<file path="config.mk">
export PLATFORM = sky130hd
export DESIGN_NAME = hazard3_cdc_req_ctrl
export DESIGN_NICKNAME = d
export VERILOG_FILES = /design/src/rtl/hazard3_cdc_req_ctrl.sv
export SDC_FILE = /design/constraint.sdc
export NUM_CORES = 1
export LEC_CHECK = 0
export CORE_MARGIN = 10
export CORE_UTILIZATION = 35
export CTS_CLUSTER_SIZE = 16
export DETAILED_ROUTE_END_ITERATION = 7
export PLACE_DENSITY = 0.75
export REMOVE_ABC_BUFFERS = 1
export SYNTH_ARGS = -nofsm -noshare
export SYNTH_HDL_FRONTEND = slang
export SYNTH_HIERARCHICAL = 1
export SYNTH_SLANG_ARGS = --single-unit
</file>
<file path="constraint.sdc">
create_clock -name clk -period 1.5 [get_ports clk]
set_input_delay 0.15 -clock clk [delete_from_list [all_inputs] [get_ports clk]]
set_output_delay 0.15 -clock clk [all_outputs]
set_load 0.01 [all_outputs]
</file>
<file path="src/rtl/hazard3_cdc_req_ctrl.sv">
// Source-side four-phase req/ack CDC controller with a resynchronised acknowledge.
// Holds the outgoing word stable across the handshake and returns the far-side response.

module hazard3_sync_1bit #(
  parameter int unsigned N_STAGES = 2
) (
  input  logic clk,
  input  logic rst_n,
  input  logic d_i,
  output logic q_o
);

  logic [N_STAGES-1:0] sync_q;

  // Plain shift chain; the first flop is the only one allowed to go metastable.
  always_ff @(posedge clk or negedge rst_n) begin
    if (!rst_n) begin
      sync_q <= '0;
    end else begin
      sync_q <= {sync_q[N_STAGES-2:0], d_i};
    end
  end

  assign q_o = sync_q[N_STAGES-1];

endmodule

module hazard3_cdc_req_ctrl #(
  parameter int unsigned W_DATA   = 32,
  parameter int unsigned W_RESP   = 32,
  parameter int unsigned N_STAGES = 2
) (
  input  logic              clk,
  input  logic              rst_n,

  input  logic              src_valid,
  output logic              src_ready,
  input  logic [W_DATA-1:0] src_data,

  output logic              resp_valid,
  output logic [W_RESP-1:0] resp_data,
  output logic              busy,

  output logic              req_out,
  output logic [W_DATA-1:0] data_out,
  input  logic              ack_in,
  input  logic [W_RESP-1:0] rdata_in
);

  if (N_STAGES < 2) begin : g_bad_stages
    $error("hazard3_cdc_req_ctrl: N_STAGES must be at least 2");
  end

  typedef enum logic [1:0] {
    S_IDLE   = 2'd0,
    S_REQ_HI = 2'd1,
    S_REQ_LO = 2'd2
  } state_t;

  state_t              state_q, state_d;
  logic                req_q, req_d;
  logic [W_DATA-1:0]   data_q, data_d;
  logic [W_RESP-1:0]   resp_data_q, resp_data_d;
  logic                resp_valid_q, resp_valid_d;
  logic                ack_s;
  logic                src_ready_c;

  hazard3_sync_1bit #(
    .N_STAGES (N_STAGES)
  ) u_ack_sync (
    .clk   (clk),
    .rst_n (rst_n),
    .d_i   (ack_in),
    .q_o   (ack_s)
  );

  // A stale acknowledge left high in IDLE blocks new requests until it clears.
  assign src_ready_c = (state_q == S_IDLE) && !ack_s;

  always_comb begin
    state_d      = state_q;
    req_d        = req_q;
    data_d       = data_q;
    resp_data_d  = resp_data_q;
    resp_valid_d = 1'b0;
    unique case (state_q)
      S_IDLE: begin
        if (src_valid && src_ready_c) begin
          data_d  = src_data;
          req_d   = 1'b1;
          state_d = S_REQ_HI;
        end
      end
      S_REQ_HI: begin
        if (ack_s) begin
          resp_data_d  = rdata_in;
          resp_valid_d = 1'b1;
          req_d        = 1'b0;
          state_d      = S_REQ_LO;
        end
      end
      S_REQ_LO: begin
        if (!ack_s) begin
          state_d = S_IDLE;
        end
      end
      default: begin
        req_d   = 1'b0;
        state_d = S_IDLE;
      end
    endcase
  end

  always_ff @(posedge clk or negedge rst_n) begin
    if (!rst_n) begin
      state_q      <= S_IDLE;
      req_q        <= 1'b0;
      data_q       <= '0;
      resp_data_q  <= '0;
      resp_valid_q <= 1'b0;
    end else begin
      state_q      <= state_d;
      req_q        <= req_d;
      data_q       <= data_d;
      resp_data_q  <= resp_data_d;
      resp_valid_q <= resp_valid_d;
    end
  end

  assign src_ready  = src_ready_c;
  assign busy       = (state_q != S_IDLE);
  assign req_out    = req_q;
  assign data_out   = data_q;
  assign resp_data  = resp_data_q;
  assign resp_valid = resp_valid_q;

endmodule
</file>
== Word level (Yosys, flattened, before mapping) ==
Index checks and enable logic that the tools add are counted.
W data, S select, Z words.
Storage, ports and cells
  bits in registers: 70
  bits of input ports: 68
  output and inout bits: 68
  word-level logic and storage cells: 30
Operators by class
  equal/unequal tests: 5
  muxes and demuxes: 9
  bitwise gates (word level): 1
  reductions and logical operators: 9
Operators by type and width (count)
  $mux W2: 3
  $pmux W2 S3: 1
  $reduce_and A3 Y1: 2
  $mux W1: 4
  $ne A2 B1 Y1 const B: 2
  $reduce_and A2 Y1: 2
  $pmux W1 S3: 1
  $eq A2 B1 Y1 const B: 1
  $eq A2 B2 Y1 const B: 1
  $logic_and A1 B1 Y1: 2
  $logic_not A2 Y1: 1
  $ne A2 B2 Y1 const B: 1
  $reduce_bool A2 Y1: 1
  $logic_not A1 Y1: 1
  $not A1 Y1: 1

== Depth between registers and ports, before layout ==
  word-level depth: 5
  gate-level depth with buffers: 4
  mapped depth without buffers: 2

== Modules after synthesis ==
Netlist, hierarchy kept.
Modules (own cells, without submodules)
  hazard3_cdc_req_ctrl: instances 1, cells each 150, area each 2568.7 µm², sequential area each 1701.6 µm²
  hazard3_sync_1bit: instances 1, cells each 2, area each 50.0 µm², sequential area each 50.0 µm²

== Least setup slack after synthesis ==
Ideal clock, no wire load.
  kind: flip-flop to flip-flop
  start point: reg state_q[0]
  end point: reg data_q[0] (netlist: data_out[0])
  library setup time: 125 ps
  data arrival time: 1440 ps
  required time: 1375 ps
  slack: -65 ps
  stages on the path, launching flop included: 5
  path buffers: 2
  clock period less this slack: 1565 ps
  path through: dfrtp_1 > buf_6 > nor4b_4 > buf_6 > mux2_2
Between the ends
  cells in the longest elaborated chain, start to end: 4
RTL lines
  start: declaration: line 60  | state_t state_q, state_d;
  start signal: assignment: line 122  | state_q <= state_d;
  $logic_not A2 Y1 *: line 78, 86
  $logic_and A1 B1 Y1: line 78  | assign src_ready_c = (state_q == S_IDLE) && !ack_s;
  $logic_and A1 B1 Y1: line 88  | if (src_valid && src_ready_c) begin
  $reduce_and A2 Y1 (no line) *
  end signal: assignment: line 124  | data_q <= data_d;
  end: declaration: line 62  | logic [W_DATA-1:0] data_q, data_d;
Mark *: on every way between the ends. The rest lies on a longest branch, timed or not.
A chain may end at the register's enable or synchronous reset.

== Worst setup path in the final report ==
  start point: reg state_q[1]
  end point: reg data_q[0] (netlist: data_out[0])
Same word-level chain as after synthesis.

==> flow_metrics.tcl <==
set metrics [dict create \
    area_delta_synth_final_pct 74.4 \
    skew_ns 0.00738 \
    hp-class "in -> async" \
    synth_simple_gate_area_share 0.0220 \
    rows 31 \
    io_pins 136 \
    grt_usage 0.122 \
    final_core_util 0.630 \
    grt-busiest-layer "met2" \
    pre_cts_ws_ns -0.137 \
    final_common_cell "clkdlybuf4s50_1" \
    required_ns 1.72 \
    status "complete, but fails checks" \
    yosys.area_share.adder 0 \
    avgSynthCellArea_um2 17.2 \
    crit_fanout 8 \
    synth_top_family_by_area "multiplexers" \
    initial_utilization 0.361 \
    critical_path_class "reg -> reg" \
    rsz0062_at_grt "yes" \
    gp_congestion 0.707 \
    numCtsBuffers 9 \
    path_clk_slew_ns 0.07 \
    final-setup-viol-count 11 \
    ant_nets 0 \
    cp-start-kind "register" \
    insertedDiodeCount 0 \
    first_iter_violations 40 \
    r2r_cells 4 \
    synth.cell_area_um2 2620 \
    final_cell_mix "clkdlybuf4s50_1, dfrtp_1, mux2_2" \
    combPwrFrac 0.398 \
    power_frac_clock 0.190 \
    grt_overflow 0 \
    tns_ns -0.0455 \
    nets 377 \
    ys_ff_latch 70 \
    vias 1855 \
    power.density_nw_per_um2 1470 \
    seq_area_frac_synth 0.669 \
    synth_top_area_frac 0.669 \
    hold-worst-slack_ns 0.297 \
    ir_drop_mv 0.848 \
    fp.dieArea_um2 11300 \
    maxSlewHeadroom 0.710 \
    p_total_mw 6.71 \
    cp-end-kind "register" \
    fin_ws_ns -0.00793 \
    fmax_ghz 0.663 \
    coreArea_um2 7250 \
    grt_antenna_before_repair 0 \
    period_share 1.01 \
    via_per_inst 4.51 \
    startpoint "state_q[1]$_DFFE_PN0P_" \
    synth_warnings 6 \
    wire_per_inst_um 19.0 \
    violations "setup timing" \
    synth_cells 152 \
    grt_pass1_vias 2057 \
    use_met1 0.126 \
    worstReg2RegEnd "data_out[0]$_DFFE_PN0P_" \
    tightest_slew_ns 0.436 \
    crit_arrival_ns 1.73 \
    grtUsageMet2 0.216 \
    grt_max_degree 34 \
    p_sw_frac 0.274 \
    port_buffers 135 \
    muxShareOfSynthArea 0.275 \
    grt_pass1_wl_mm 11.0 \
    design_area_um2 4570 \
    endpoint "data_out[0]$_DFFE_PN0P_" \
    drv_slew 0 \
    hold_violations 0 \
    yosys.area.top_type "dfrtp_1" \
    drive_above_1_share 0.317 \
    die-width_um 107 \
    clk_latency_ns 0.33 \
    r2r_slack_ns -0.008 \
    drt_first_pass_iters 4 \
    r2r_start "state_q[1]$_DFFE_PN0P_" \
    p_sw_mw 1.84 \
    cts_tree "done" \
    ctsRootBufferMaster "clkbuf_8" \
    synth_xor_area_frac 0.00334 \
    placed_cells 386 \
    cap_viol_max_count 0 \
    wirelength_mm 7.79 \
    ys_types 14 \
    numClockSinks 70 \
    drc 0 \
    sequentialPowerShare 0.412 \
    place_area_um2 4130 \
    p_leak_nw 1.99 \
    intPower_mw 4.87 \
    cts.htree.levels 3 \
    die_h_um 107 \
    grt_util_met3 0.0483 \
    final_cells 411 \
    dp.final_hpwl_mm 5.31 \
    synthTopCellsByArea "dfrtp_1, mux2_2, buf_6, nor4b_4, buf_2" \
    synth_compound_area_frac 0.00621 \
    min_period_ns 1.51 \
    clockBufferDepth 2 \
]
final cells by class:
type	instances	area (µm²)
multi-input combinational	74	886
sequential	70	1750
clock inverter	2	10.0
inverter	1	3.75
timing repair buffer	153	1650
clock buffer	12	145
tap	99	124
fill	580	2690
Yosys cell counts (all sizes together):
library cell   n
xor2           1
inv            1
and2           1
o21a           1
nor4b          1
a211o          1
nor2           2
mux2          64
nor2b          1
buf            7
dfrtp         70
or2            1
nand3b         1
per-layer routing:
layer / vias up / wire length [µm]
met5: - / 0
met1: 924 / 3140
met3: 11 / 551
li1: 849 / -
met2: 71 / 4000
met4: 0 / 93
state kept, by name, indices dropped and copies added, names as in the netlist:
name	count
data_out	32
req_out	1
resp_data	32
resp_valid	1
state_q	2
u_ack_sync/sync_q	2
worst min-delay path by stage:
stage	depth (start not counted)	to	from
after detailed placement	1	data_out[0]$_DFFE_PN0P_	rst_n
after global routing	2	data_out[0]$_DFFE_PN0P_	rst_n
after floorplan	0	data_out[0]$_DFFE_PN0P_	rst_n
after CTS	2	data_out[0]$_DFFE_PN0P_	rst_n
after global placement	1	data_out[0]$_DFFE_PN0P_	rst_n
final	2	data_out[0]$_DFFE_PN0P_	rst_n
power by group through the flow:
stage                     logic [mW]  registers [mW]  clock network [mW]
after detailed placement        2.49            2.79                   0
after CTS                       2.50            2.76                1.32
after global placement          2.46            2.76                   0
after global routing            2.85            2.85                1.40
final                           2.67            2.76                1.27
after floorplan                0.598            3.05                   0
cells by family (layout without fill, tap and decap cells):
logic type / after synthesis / in the layout
xor gates and xnor gates: 1 / 1
buffers and inverters: 8 / 168
muxes: 64 / 64
DFF: 70 / 70
and+or+nand+nor: 7 / 7
AOI/OAI and AO/OA: 2 / 2
worst max-delay path, cell delays in order, from the launching register on:
cell and delay, ns:
dfrtp_1 0.42, nor4b_4 0.29, buf_6 0.18, clkbuf_16 0.17, mux2_2 0.33
what timing repair did:
item	in CTS	in global routing
hold buffers	1	0
endpoints found under the hold margin	14	0
pin swaps	0	1
setup endpoints to repair	5	66
setup buffers	1	3
gates resized for setup	6	28
gates cloned	0	7
No activity file was read; power rests on OpenSTA's default activity.
